<file path="config.mk">
export PLATFORM = sky130hd
export DESIGN_NAME = eth_link_sup
export DESIGN_NICKNAME = d
export VERILOG_FILES = /design/src/rtl/eth_link_pkg.sv /design/src/rtl/eth_sync2.sv /design/src/rtl/eth_link_sup.sv
export SDC_FILE = /design/constraint.sdc
export NUM_CORES = 1
export LEC_CHECK = 0
export ABC_CLOCK_PERIOD_IN_PS = 5000
export BUFFER_PORTS_ARGS = -buffer_cell sky130_fd_sc_hd__buf_2
export CAP_MARGIN = 20
export CORE_ASPECT_RATIO = 1.75
export CORE_MARGIN = 1.5
export CORE_UTILIZATION = 50
export CTS_CLUSTER_SIZE = 28
export DETAILED_ROUTE_END_ITERATION = 16
export GPL_TIMING_DRIVEN = 0
export PLACE_DENSITY = 0.68
export SLEW_MARGIN = 20
export SYNTH_ARGS = -nofsm -noshare
export SYNTH_HDL_FRONTEND = slang
export SYNTH_SLANG_ARGS = --single-unit
</file>
<file path="constraint.sdc">
create_clock -name clock -period 5 [get_ports clock]
set_clock_uncertainty 0.1 [all_clocks]
set_input_delay 1 -clock clock [delete_from_list [all_inputs] [get_ports clock]]
set_output_delay 1 -clock clock [all_outputs]
set_load 0.05 [all_outputs]
</file>
<file path="src/rtl/eth_link_pkg.sv">
// Shared definitions for the Ethernet link supervisor and its CSR view.
// State encodings are visible on the debug/CSR state field, so keep them stable.
package eth_link_pkg;

  localparam int RETRY_W = 8;

  typedef enum logic [1:0] {
    ST_RESET_HOLD = 2'd0,
    ST_WAIT_READY = 2'd1,
    ST_WAIT_LOCK  = 2'd2,
    ST_LINK_UP    = 2'd3
  } link_st_t;

endpackage

</file>
<file path="src/rtl/eth_sync2.sv">
// Purpose: two-flop synchronizer for asynchronous level signals, cleared by reset.
// Latency: 2 clock cycles from input change to output change.
// Backpressure: none; free-running level path.
module eth_sync2 #(
  parameter int W = 1
) (
  input  logic         clock,
  input  logic         reset,
  input  logic [W-1:0] d,
  output logic [W-1:0] q
);

  logic [W-1:0] meta;

  // First flop may go metastable; second flop gives a settled copy.
  always_ff @(posedge clock) begin
    if (reset) begin
      meta <= '0;
      q    <= '0;
    end else begin
      meta <= d;
      q    <= meta;
    end
  end

endmodule

</file>
<file path="src/rtl/eth_link_sup.sv">
// Purpose: closed-loop transceiver bring-up supervisor with retry and debounced link_up.
// Latency: ready loss -> link_up low 1 cycle; lock loss 3 cycles; lock gain 2+STABLE_CYC+1 cycles.
// Backpressure: none; status inputs are levels and outputs are registered levels.
module eth_link_sup
  import eth_link_pkg::*;
#(
  parameter int RST_PULSE_CYC = 16,
  parameter int STABLE_CYC    = 1024,
  parameter int TIMEOUT_CYC   = 1000000
) (
  input  logic               clock,
  input  logic               reset,
  input  logic               tx_ready,
  input  logic               rx_ready,
  input  logic               rx_is_lockedtodata,
  input  logic               block_lock,
  input  logic               force_retrain,
  output logic               xcvr_reset,
  output logic               link_up,
  output logic [RETRY_W-1:0] retry_count,
  output logic [1:0]         state
);

  localparam int TW = $clog2(TIMEOUT_CYC + 1);

  link_st_t      st;
  logic [TW-1:0] cnt;
  logic [TW-1:0] tmo;
  logic [1:0]    lock_sync;
  logic          lock_s;
  logic          rdy;
  logic          pulse_done;
  logic          stable_done;
  logic          tmo_hit;

  eth_sync2 #(.W(2)) u_sync (
    .clock (clock),
    .reset (reset),
    .d     ({rx_is_lockedtodata, block_lock}),
    .q     (lock_sync)
  );

  assign lock_s      = &lock_sync;
  assign rdy         = tx_ready & rx_ready;
  assign pulse_done  = (cnt == TW'(RST_PULSE_CYC - 1));
  assign stable_done = (cnt == TW'(STABLE_CYC));
  // tmo is the count before this cycle's increment, so this fires on the cycle
  // that would bring it to TIMEOUT_CYC. >= keeps it sticky if a ready-loss move
  // ever carries tmo past the threshold.
  assign tmo_hit     = (tmo >= TW'(TIMEOUT_CYC - 1));
  assign state       = st;

  // Bring-up FSM; outputs are registered alongside the next state.
  always_ff @(posedge clock) begin
    if (reset) begin
      st          <= ST_RESET_HOLD;
      cnt         <= '0;
      tmo         <= '0;
      xcvr_reset  <= 1'b1;
      link_up     <= 1'b0;
      retry_count <= '0;
    end else if (force_retrain) begin
      st         <= ST_RESET_HOLD;
      cnt        <= '0;
      xcvr_reset <= 1'b1;
      link_up    <= 1'b0;
    end else begin
      case (st)
        ST_RESET_HOLD: begin
          if (pulse_done) begin
            st         <= ST_WAIT_READY;
            cnt        <= '0;
            tmo        <= '0;
            xcvr_reset <= 1'b0;
          end else begin
            cnt <= cnt + TW'(1);
          end
        end
        ST_WAIT_READY: begin
          if (tmo_hit) begin
            st         <= ST_RESET_HOLD;
            cnt        <= '0;
            xcvr_reset <= 1'b1;
            if (retry_count != '1) retry_count <= retry_count + RETRY_W'(1);
          end else begin
            tmo <= tmo + TW'(1);
            if (rdy) begin
              st  <= ST_WAIT_LOCK;
              cnt <= '0;
            end
          end
        end
        ST_WAIT_LOCK: begin
          if (!rdy) begin
            st  <= ST_WAIT_READY;
            cnt <= '0;
            tmo <= tmo + TW'(1);
          end else if (stable_done) begin
            st      <= ST_LINK_UP;
            link_up <= 1'b1;
          end else if (tmo_hit) begin
            st         <= ST_RESET_HOLD;
            cnt        <= '0;
            xcvr_reset <= 1'b1;
            if (retry_count != '1) retry_count <= retry_count + RETRY_W'(1);
          end else begin
            tmo <= tmo + TW'(1);
            cnt <= lock_s ? cnt + TW'(1) : '0;
          end
        end
        ST_LINK_UP: begin
          if (!rdy) begin
            st         <= ST_RESET_HOLD;
            cnt        <= '0;
            xcvr_reset <= 1'b1;
            link_up    <= 1'b0;
          end else if (!lock_s) begin
            st      <= ST_WAIT_LOCK;
            cnt     <= '0;
            tmo     <= '0;
            link_up <= 1'b0;
          end
        end
        default: begin
          st         <= ST_RESET_HOLD;
          cnt        <= '0;
          xcvr_reset <= 1'b1;
          link_up    <= 1'b0;
        end
      endcase
    end
  end

endmodule

</file>
After elaboration in Yosys (flattened, before gate mapping)
Index checks and enable logic that the tools add are counted.

Register bits after elaboration: 56. Bits of input ports: 7. Output and inout bits: 12. Word-level logic and storage cells: 83.

Add/subtract/negate cells: 3. $lt $le $gt $ge: 1. Equal/unequal tests: 17. Multiplexer cells: 41. Bitwise logic cells: 2. Reduce and logical (&&, ||, !) cells: 11.

Operators by type and width (count): 20-bit two-way mux (14); 20-bit one-hot mux with 4 select lines (2); 20-bit by 1-bit adder with 20-bit output (second input constant) (2); 8-bit two-way mux (4); 20-bit by 11-bit == test with 1-bit output (second input constant) (1); 20-bit by 4-bit == test with 1-bit output (second input constant) (1); 20-bit greater-or-equal comparator (second input constant) (1); 2-bit two-way mux (8); 8-bit one-hot mux with 2 select lines (1); 4-bit AND reduction (4); 2-bit inequality test (second input constant) (7); 1-bit two-way mux (9); 3-bit inequality test (second input constant) (3); 8-bit by 1-bit adder with 8-bit output (second input constant) (1); 8-bit inequality test (second input constant) (1); 2-bit one-hot mux with 4 select lines (1); 5-bit AND reduction (1); 2-bit == test (second input constant) (2); 4-bit inequality test (second input constant) (1); 1-bit one-hot mux with 4 select lines (1); 2-bit nonzero test (2); 3-bit AND reduction (1); 2-bit by 1-bit == test with 1-bit output (second input constant) (1); 2-bit zero test (1); 5 further kinds (5).

Logic depth before layout (Yosys ltp)
Gate-level depths: netlist of run 1.

Depth after elaboration: 6. Depth in mapped cells: 11. Mapped depth without buffers: 8.

Cells and area by module
Synthesis of run 1 repeated with hierarchy kept, for this count alone.

Cells, all modules: 410. Area total of the unflattened synthesis: 3374.5 µm².

Modules (own cells, without submodules): eth_link_sup (instances 1, cells each 402, area each 3269.4 µm²); eth_sync2 (instances 1, cells each 8, area each 105.1 µm²).

Worst setup path before layout of run 1
OpenSTA, ideal clock, no wires.

Path kind: register -> register. Start point: register st[0], in the netlist state[0]. End point: register tmo[14]. Library setup time: 0.070 ns. Data arrival time: 2.691 ns. Path slack: 2.139 ns. Cell stages (with the launch flop): 11. Path buffers: 2. Clock period less this slack: 2.861 ns. Cell sequence: dfxtp_1 > inv_1 > ha_1 > and3_1 > clkbuf_1 > nand2_1 > o221ai_1 > or2_1 > buf_6 > or4_1 > a21oi_1.

Word-level cells in the longest chain between the ends: 3. Elaborated cells between the ends (all ways): 10. Classes of those cells: eq/ne: 7; mux: 1; reduce/logical: 2.

RTL lines: start: declaration (RTL line eth_link_sup.sv:26) `link_st_t st;`; start signal: assignment (RTL line eth_link_sup.sv:56) `st <= ST_RESET_HOLD;`; start signal: assignment (RTL line eth_link_sup.sv:63) `st <= ST_RESET_HOLD;`; start signal: assignment (RTL line eth_link_sup.sv:71) `st <= ST_WAIT_READY;`; 2-bit == test or 2-bit zero test (tied branches) (RTL line eth_link_sup.sv:68) `case (st)`; 3-bit inequality test (no line) or 2-bit inequality test (tied branches); 5-bit AND reduction (no line); end signal: assignment (RTL line eth_link_sup.sv:86) `tmo <= tmo + TW'(1);`; end signal: assignment (RTL line eth_link_sup.sv:97) `tmo <= tmo + TW'(1);`; end signal: assignment (RTL line eth_link_sup.sv:107) `tmo <= tmo + TW'(1);`; end: declaration (RTL line eth_link_sup.sv:28) `logic [TW-1:0] tmo;`.

Several ways; a longest one is shown, not always the timed one. A chain may end at the register's enable or synchronous reset.

Worst setup path after layout of run 1
Start point: register tmo[0]. End point: register cnt[16].

Word-level cells in the longest chain between the ends: 5. Elaborated cells between the ends (all ways): 8. Classes of those cells: order compare: 1; eq/ne: 1; mux: 5; reduce/logical: 1.

RTL lines: 20-bit greater-or-equal comparator (*) (RTL line eth_link_sup.sv:50) `assign tmo_hit = (tmo >= TW'(TIMEOUT_CYC - 1));`; 20-bit two-way mux (RTL line eth_link_sup.sv:101) `end else if (tmo_hit) begin`; 20-bit two-way mux (RTL line eth_link_sup.sv:98) `end else if (stable_done) begin`; 20-bit two-way mux (RTL line eth_link_sup.sv:94) `if (!rdy) begin`; 20-bit one-hot mux with 4 select lines (RTL line eth_link_sup.sv:68); end signal: assignment (RTL line eth_link_sup.sv:76) `cnt <= cnt + TW'(1);`; end signal: assignment (RTL line eth_link_sup.sv:108) `cnt <= lock_s ? cnt + TW'(1) : '0;`; end: declaration (RTL line eth_link_sup.sv:27) `logic [TW-1:0] cnt;`.

Mark *: on every way between the ends. The rest lies on a longest branch, timed or not. The select of a mux whose other input is x is not followed.

==> results of run 1 <==
[worst max-delay path: cells and delay by family (launching register included)]
family | cells | cell delay [ps]
compound gates | 4 | 2050
fa+ha+maj | 1 | 240
flops | 1 | 420
simple gates | 2 | 250
[cell usage after synthesis (3+ instances only)]
cell type / number
nand2_1: 28
and4_1: 5
or2_2: 3
and2_1: 6
nand3b_1: 3
nor4_1: 8
a211oi_1: 5
xor2_1: 4
o22ai_1: 8
a21oi_1: 30
o31ai_1: 7
and3_1: 6
nand2b_1: 3
nor3_1: 18
dfxtp_1: 56
a31o_2: 3
o2111ai_1: 3
a31oi_1: 5
xnor2_1: 6
o21a_1: 3
a22o_1: 6
nor2b_1: 5
mux2i_1: 3
nor2_1: 39
o21ai_1: 4
ha_1: 8
inv_1: 13
clkbuf_1: 8
nand3_1: 23
nand4_1: 16
o21ai_0: 18
or3_1: 5
[state kept, by name, summed over array words and instances (netlist names)]
signal and flops:
cnt 20, tmo 20, retry_count 8, state 2
u_sync.meta 2, u_sync.q 2, link_up 1, xcvr_reset 1
[per-layer routing]
metal	part of all wire	vias to the layer above
met5	0	-
met4	0.035	0
met3	0.027	19
met2	0.54	65
met1	0.40	1450
li1	-	1541
[cells in the final DEF, fill, tap and decap left out, drive strengths merged, types with 14 or more instances in the layout]
cell / synthesis / layout
o21ai: 22 / 22
buf: 5 / 22
nor3: 20 / 20
nor2: 39 / 39
inv: 13 / 14
a21oi: 30 / 30
dfxtp: 56 / 56
nand3: 23 / 23
nand2: 28 / 28
nand4: 16 / 16
[power by group through the flow]
stage | logic [mW] | registers [mW] | clock network (mW)
CTS | 0.0252 | 0.450 | 0.319
detailed placement | 0.0251 | 0.460 | 0
global placement | 0.0247 | 0.460 | 0
global route | 0.0277 | 0.450 | 0.336
finish | 0.0251 | 0.450 | 0.310
floorplan | 0.0158 | 0.460 | 0
[area by class of cell]
cell class                      instances  share of cell area
Clock buffer                            5             0.01989
Timing Repair Buffer                   17             0.02459
Buffer                                 13             0.01881
Tap cell                               80             0.02893
Sequential cell                        56              0.3241
Clock inverter                          3             0.01338
Multi-Input combinational cell        312              0.5562
Inverter                               13             0.01410
[how the worst max path moves through the flow]
stage / to / depth (start not counted)
final: cnt[16] / 7
after global routing: cnt[16] / 7
after CTS: cnt[16] / 7
after detailed placement: cnt[8] / 5
after global placement: cnt[7] / 5
after floorplan: tmo[14] / 10
[through the flow]
step | utilization | hold WS [ps]
after detailed placement | 0.5453 | 323.5
final | 0.5641 | 346.3
after global placement | 0.5453 | 323.7
after global routing | 0.5641 | 361.9
after floorplan | - | 313.8
after CTS | 0.5641 | 350.0
[kinds of logic after synthesis]
kind of cell | Yosys count
mux | 3
xor+xnor | 10
flops | 56
compound gates | 112
simple gates | 179
buf+inv | 26
fa+ha+maj | 8
==> run_results.csv, run 1 <==
group,metric,value,unit
outcome,outcome,"finished clean",
logic_synthesis,syn_avg_cell_area,8.018,sq um
setup_path,timing.critical_path.cells,"ha_1 -> nand3_1 -> o21ai_0 -> o21a_1 -> o21ai_0 -> o41ai_2 -> nor2_1",
setup_path,critPathArrivalTime,3290,ps
global_route,use_met1,0.2691,
sta,rsz0062_at_grt,"false",
setup_path,required,5080,ps
setup_path,r2r_slack,1790,ps
detailed_routing,via_count,3075,
placement,dp.cells,491,
logic_synthesis,yosysUniqueCellTypes,59,
sta,setup_viol,0,
setup_path,crit_start,"tmo[0]",
placement,pre_cts_ws,1724,ps
min_path,min_path_type,"reg2reg",
power,report.power.total,785.3,uW
logic_synthesis,synth_xor_area_frac,0.02772,
global_route,grt_max_degree,19,
logic_synthesis,synth_seq_area_share,0.3549,
clocking,clock_sinks,56,
setup_path,reg2reg_from,"tmo[0]",
logic_synthesis,async_flop_share,0,
cells_and_area,area_growth,9.505,%
global_route,grt-ovfl-total,0,
sta,hold_viol_final,0,
placement,placed_area,3344,sq um
clocking,cts_setup_buffers,0,
setup_path,end_kind,"flop",
min_path,hold_end,"u_sync.q[0]",
cells_and_area,drive_gt1_frac,0.09785,
power,seq_power_share,0.573,
cells_and_area,diodes,0,
logic_synthesis,ys_ff_latch,56,
logic_synthesis,syn_area,3159,sq um
power,p_sw,178.9,uW
cells_and_area,multi_input_area,1924,sq um
power,comb_power_share,0.032,
power,p_int,606.4,uW
sta,finalMaxSlewViolations,0,
sta,maxSlewHeadroom,0.3651,
power,ir_drop,0.1930,mV
logic_synthesis,netlist.area_leader.share,0.3549,
placement,dp_hpwl,6175,um
floorplan,fp.coreArea,6133,sq um
global_route,grt_first_pass_wirelength,13720,um
cells_and_area,final_nets,433,
clocking,cts_buffers,5,
placement,io_buffers,17,
cells_and_area,n_fill_cell,600,
min_path,hold_start,"u_sync.meta[0]",
detailed_routing,viasPerCell,6.162,
logic_synthesis,synth-edff-count,0,
logic_synthesis,synth_top_family_by_area,"simple AND/OR/NAND/NOR gates",
min_path,worstHoldPathCells,1,
run,drv_cap,0,
power,netSwitchingFraction,0.2278,
clocking,cts_hold_buf,0,
sta,fmax,0.3114,GHz
floorplan,initial_core_util,0.5151,
logic_synthesis,synth_fp_nets,409,
setup_path,worst_path_most_repeated_cell,"o21ai_0",
clocking,clk_pin_slew,110,ps
setup_path,critPathKind,"reg2reg",
clocking,cts_max_level,2,
floorplan,io_pins,19,
power,p_clk_frac,0.395,
cells_and_area,final_cell_count_no_fill,499,
clocking,post_cts_resized,0,
detailed_routing,routed_wl,8324,um
power,powerDensity,227.0,nW/um^2
power,power_leakage,1.133,nW
detailed_routing,ant_nets,0,
clocking,clock_path_buffers,2,
logic_synthesis,yosysWarnings,0,
setup_path,cp-start-kind,"flop",
logic_synthesis,synthFlopType,"dfxtp_1",
global_route,grt_usage,0.2547,
sta,fin_setup_tns,0,ps
setup_path,crit_fanout,9,
sta,post-route-period-util,0.6422,
placement,gp_congestion,0.8582,
setup_path,reg2reg_depth,7,
clocking,clock_latency,320,ps
sta,min_period,3211,ps
clocking,root_buffer,"clkbuf_8",
logic_synthesis,synth_fa_ha_area_frac,0.03168,
global_route,grt_use_met2,0.4802,
floorplan,die_y,108.2,um
floorplan,std_cell_rows,38,
logic_synthesis,yosys.area.top_type,"dfxtp_1",
sta,tightestPinTransition,942.0,ps
global_route,grt_util_met3,0.03226,
logic_synthesis,synth-compound-area-share,0.2364,
setup_path,cp_slowest_cell,"o41ai_2",
floorplan,die_x,63.09,um
global_route,grt-busiest-layer,"met2",
logic_synthesis,postSynthCellCount,394,
cells_and_area,regArea,1121,sq um
cells_and_area,design_area,3460,sq um
global_route,antenna_found_initial,0,
detailed_routing,drc,0,
setup_path,max_stage_delay,860,ps
clocking,cts_tree,"yes",
detailed_routing,first_iter_violations,141,
global_route,grt_pass1_vias,2932,
detailed_routing,dr.pass1.iters,4,
sta,setup_slack,1789,ps
logic_synthesis,synth_area_leaders,"dfxtp_1 35%, a21oi_1 4.8%, nor2_1 4.6%, nand3_1 3.6%, nand2_1 3.3%",
floorplan,dieArea,6824,sq um
setup_path,worstReg2RegEnd,"cnt[16]",
logic_synthesis,synth-simple-area-share,0.3038,
detailed_routing,wire_per_inst,16.68,um
logic_synthesis,synth.mux.area_fraction,0.009505,
Power figures use the tool's default switching activity.
==> inputs of run 2 (changes only) <==
--- a/config.mk
+++ b/config.mk
@@ -5,7 +5,8 @@
 export SDC_FILE = /design/constraint.sdc
 export NUM_CORES = 1
 export LEC_CHECK = 0
-export ABC_CLOCK_PERIOD_IN_PS = 5000
+export ABC_AREA = 1
+export ABC_CLOCK_PERIOD_IN_PS = 2730
 export BUFFER_PORTS_ARGS = -buffer_cell sky130_fd_sc_hd__buf_2
 export CAP_MARGIN = 20
 export CORE_ASPECT_RATIO = 1.75
@@ -14,7 +15,7 @@
 export CTS_CLUSTER_SIZE = 28
 export DETAILED_ROUTE_END_ITERATION = 16
 export GPL_TIMING_DRIVEN = 0
-export PLACE_DENSITY = 0.68
+export PLACE_DENSITY = 0.7
 export SLEW_MARGIN = 20
 export SYNTH_ARGS = -nofsm -noshare
 export SYNTH_HDL_FRONTEND = slang
==> constraint.sdc (replaced) <==
create_clock -name clock -period 2.73 [get_ports clock]
set_clock_uncertainty 0.1 [all_clocks]
set_input_delay 0.546 -clock clock [delete_from_list [all_inputs] [get_ports clock]]
set_output_delay 0.546 -clock clock [all_outputs]
set_load 0.05 [all_outputs]
==> run_results.csv, run 2 <==
group,metric,value,unit
outcome,outcome,"finished clean",
global_route,antenna_found_initial,0,
sta,hold_viol_final,0,
detailed_routing,routed_wl,10320,um
floorplan,io_pins,19,
detailed_routing,dr.pass1.iters,5,
detailed_routing,first_iter_violations,191,
detailed_routing,via_count,3943,
clocking,cts_buffers,5,
setup_path,cp_slowest_cell,"dfxtp_1",
clocking,clock_latency,300,ps
sta,fin_setup_tns,0,ps
setup_path,end_kind,"flop",
logic_synthesis,netlist.area_leader.share,0.3013,
min_path,min_path_type,"reg2reg",
logic_synthesis,yosysWarnings,0,
clocking,post_cts_resized,0,
global_route,grt-busiest-layer,"met2",
sta,fmax,0.4103,GHz
setup_path,timing.critical_path.cells,"inv_1 -> ha_1 -> nor2_1 -> nor3_1 -> nand2_1 -> inv_1 -> o21ai_0 -> nand2_1 -> a21oi_1 -> nor2_1",
clocking,clock_path_buffers,2,
floorplan,dieArea,7989,sq um
power,ir_drop,0.2848,mV
detailed_routing,drc,0,
cells_and_area,final_cell_mix,"150 x nand2_1, 112 x nor2_1, 79 x inv_1",
global_route,grt-ovfl-total,0,
detailed_routing,ant_nets,0,
logic_synthesis,synth-edff-count,0,
setup_path,critPathKind,"reg2reg",
run,drv_cap,0,
global_route,grt_use_met2,0.5068,
global_route,use_met1,0.2663,
cells_and_area,reg_top3,"cnt x20, tmo x20, retry_count x8",
logic_synthesis,synth_fp_nets,619,
cells_and_area,n_fill_cell,738,
clocking,cts_tree,"yes",
clocking,cts_hold_buf,0,
logic_synthesis,async_flop_share,0,
placement,dp_hpwl,8043,um
logic_synthesis,synth_area_leaders,"dfxtp_1 30%, nand2_1 15%, nor2_1 11%, inv_1 8.0%, nand3_1 6.6%",
floorplan,std_cell_rows,41,
global_route,grt_usage,0.2721,
power,powerDensity,379.1,nW/um^2
logic_synthesis,synthFlopType,"dfxtp_1",
clocking,clk_pin_slew,70,ps
clocking,clock_sinks,56,
setup_path,cp-start-kind,"flop",
placement,io_buffers,17,
logic_synthesis,postSynthCellCount,604,
floorplan,die_y,117.1,um
floorplan,fp.coreArea,7233,sq um
clocking,root_buffer,"clkbuf_16",
setup_path,max_stage_delay,380,ps
clocking,cts_setup_buffers,0,
setup_path,crit_fanout,8,
global_route,grt_max_degree,19,
cells_and_area,area_growth,9.146,%
setup_path,critPathArrivalTime,2530,ps
floorplan,die_x,68.21,um
placement,gp_congestion,0.9295,
logic_synthesis,yosys.area.top_type,"dfxtp_1",
logic_synthesis,yosysUniqueCellTypes,35,
power,report.power.total,1.540,mW
sta,min_period,2437,ps
cells_and_area,drive_gt1_frac,0.1017,
logic_synthesis,syn_avg_cell_area,6.161,sq um
sta,tightestPinTransition,620.4,ps
cells_and_area,final_common_cell,"nand2_1",
sta,post-route-period-util,0.8927,
sta,maxSlewHeadroom,0.5864,
cells_and_area,diodes,0,
global_route,grt_first_pass_wirelength,16180,um
sta,setup_viol,0,
clocking,cts_max_level,2,
setup_path,required,2830,ps
detailed_routing,wire_per_inst,14.43,um
logic_synthesis,synth_seq_area_share,0.3013,
cells_and_area,final_nets,643,
floorplan,initial_core_util,0.5144,
logic_synthesis,synth_common_cells,"150 x nand2_1, 112 x nor2_1, 79 x inv_1, 56 x dfxtp_1, 49 x nand3_1",
global_route,grt_util_met3,0.03728,
cells_and_area,final_core_util,0.5615,
sta,finalMaxSlewViolations,0,
global_route,grt_pass1_vias,3526,
logic_synthesis,yosysMostFrequentCell,"nand2_1",
sta,rsz0062_at_grt,"false",
logic_synthesis,syn_area,3721,sq um
detailed_routing,viasPerCell,5.515,
power,power_leakage,1.675,nW
logic_synthesis,ys_ff_latch,56,
[run 2: cell types whose count changed in the layout (fill, tap and decap cells not counted), sizes merged, moves of 7 or more]
cell | before | now
nand2 | 28 | 158
nor2 | 39 | 114
inv | 14 | 85
nand3 | 23 | 53
o21ai | 22 | 35
nor3 | 20 | 11
o22ai | 8 | 0
nor4 | 10 | 3
o21bai | 1 | 8
o31ai | 7 | 0
[run 2: worst paths after layout]
path / start / endpoint / slack, ps / cells past startpoint
worst max register to register: state[0] / tmo[11] / 290 / 10
worst max-delay path: state[0] / tmo[11] / 290 / 10
worst min register to register: u_sync.meta[0] / u_sync.q[0] / 310 / 2
worst min-delay path: u_sync.meta[0] / u_sync.q[0] / 310 / 2
[run 2: layout make-up]
class,instances,area [sq um],area share
plain buffers,9,65.06,0.01602
clock buffers,5,125.1,0.03081
clock inverters,3,22.52,0.005545
inverters,84,315.3,0.07763
multi-input cells,455,2220,0.5465
flip-flops and latches,56,1121,0.2760
well taps,86,107.6,0.02649
repair buffers,17,85.08,0.02095
[run 2: metrics by stage]
| stage | std cells | worst slack (ps) | hold slack [ps] | instance area, sq um |
|---|---|---|---|---|
| 5_1_grt | 715 | 59.52 | 321.6 | 4061 |
| 2_1_floorplan | 604 | 495.8 | 288.3 | 3721 |
| 3_3_place_gp | 707 | 313.4 | 303.4 | 3914 |
| 6_report | 715 | 292.9 | 306.5 | 4061 |
| 4_1_cts | 715 | 324.0 | 311.0 | 4061 |
| 3_5_place_dp | 707 | 320.6 | 297.9 | 3914 |
[run 2: cell families (layout without fill, tap and decap cells)]
| family | after synthesis | count (layout) | synth area share |
|---|---|---|---|
| fa+ha+maj | 8 | 8 | 0.02690 |
| compound gates | 82 | 82 | 0.1308 |
| xor+xnor | 6 | 6 | 0.01412 |
| buf+inv | 93 | 118 | 0.1022 |
| simple gates | 359 | 359 | 0.4247 |
| flops | 56 | 56 | 0.3013 |
[run 2: power breakdown]
part	switching, mW	internal, mW	total [mW]	leakage [nW]
sequential	0.00217	0.820	0.822	0.452
clock	0.327	0.345	0.672	0.0742
combinational	0.0323	0.0129	0.0452	1.15
[run 2: routing by layer]
layer | share of wire | up-vias
met3 | 0.034 | 44
li1 | - | 1976
met4 | 0.060 | 0
met5 | 0 | -
met2 | 0.53 | 99
met1 | 0.38 | 1824
[run 2: worst max-delay path, delay by kind of cell, from the launching register on]
kind	cells	cell delay [ps]
AO/OA/AOI/OAI	2	320
adder cells (fa/ha/maj)	1	300
buffers and inverters	2	300
AND/OR/NAND/NOR	5	930
flip-flops	1	380
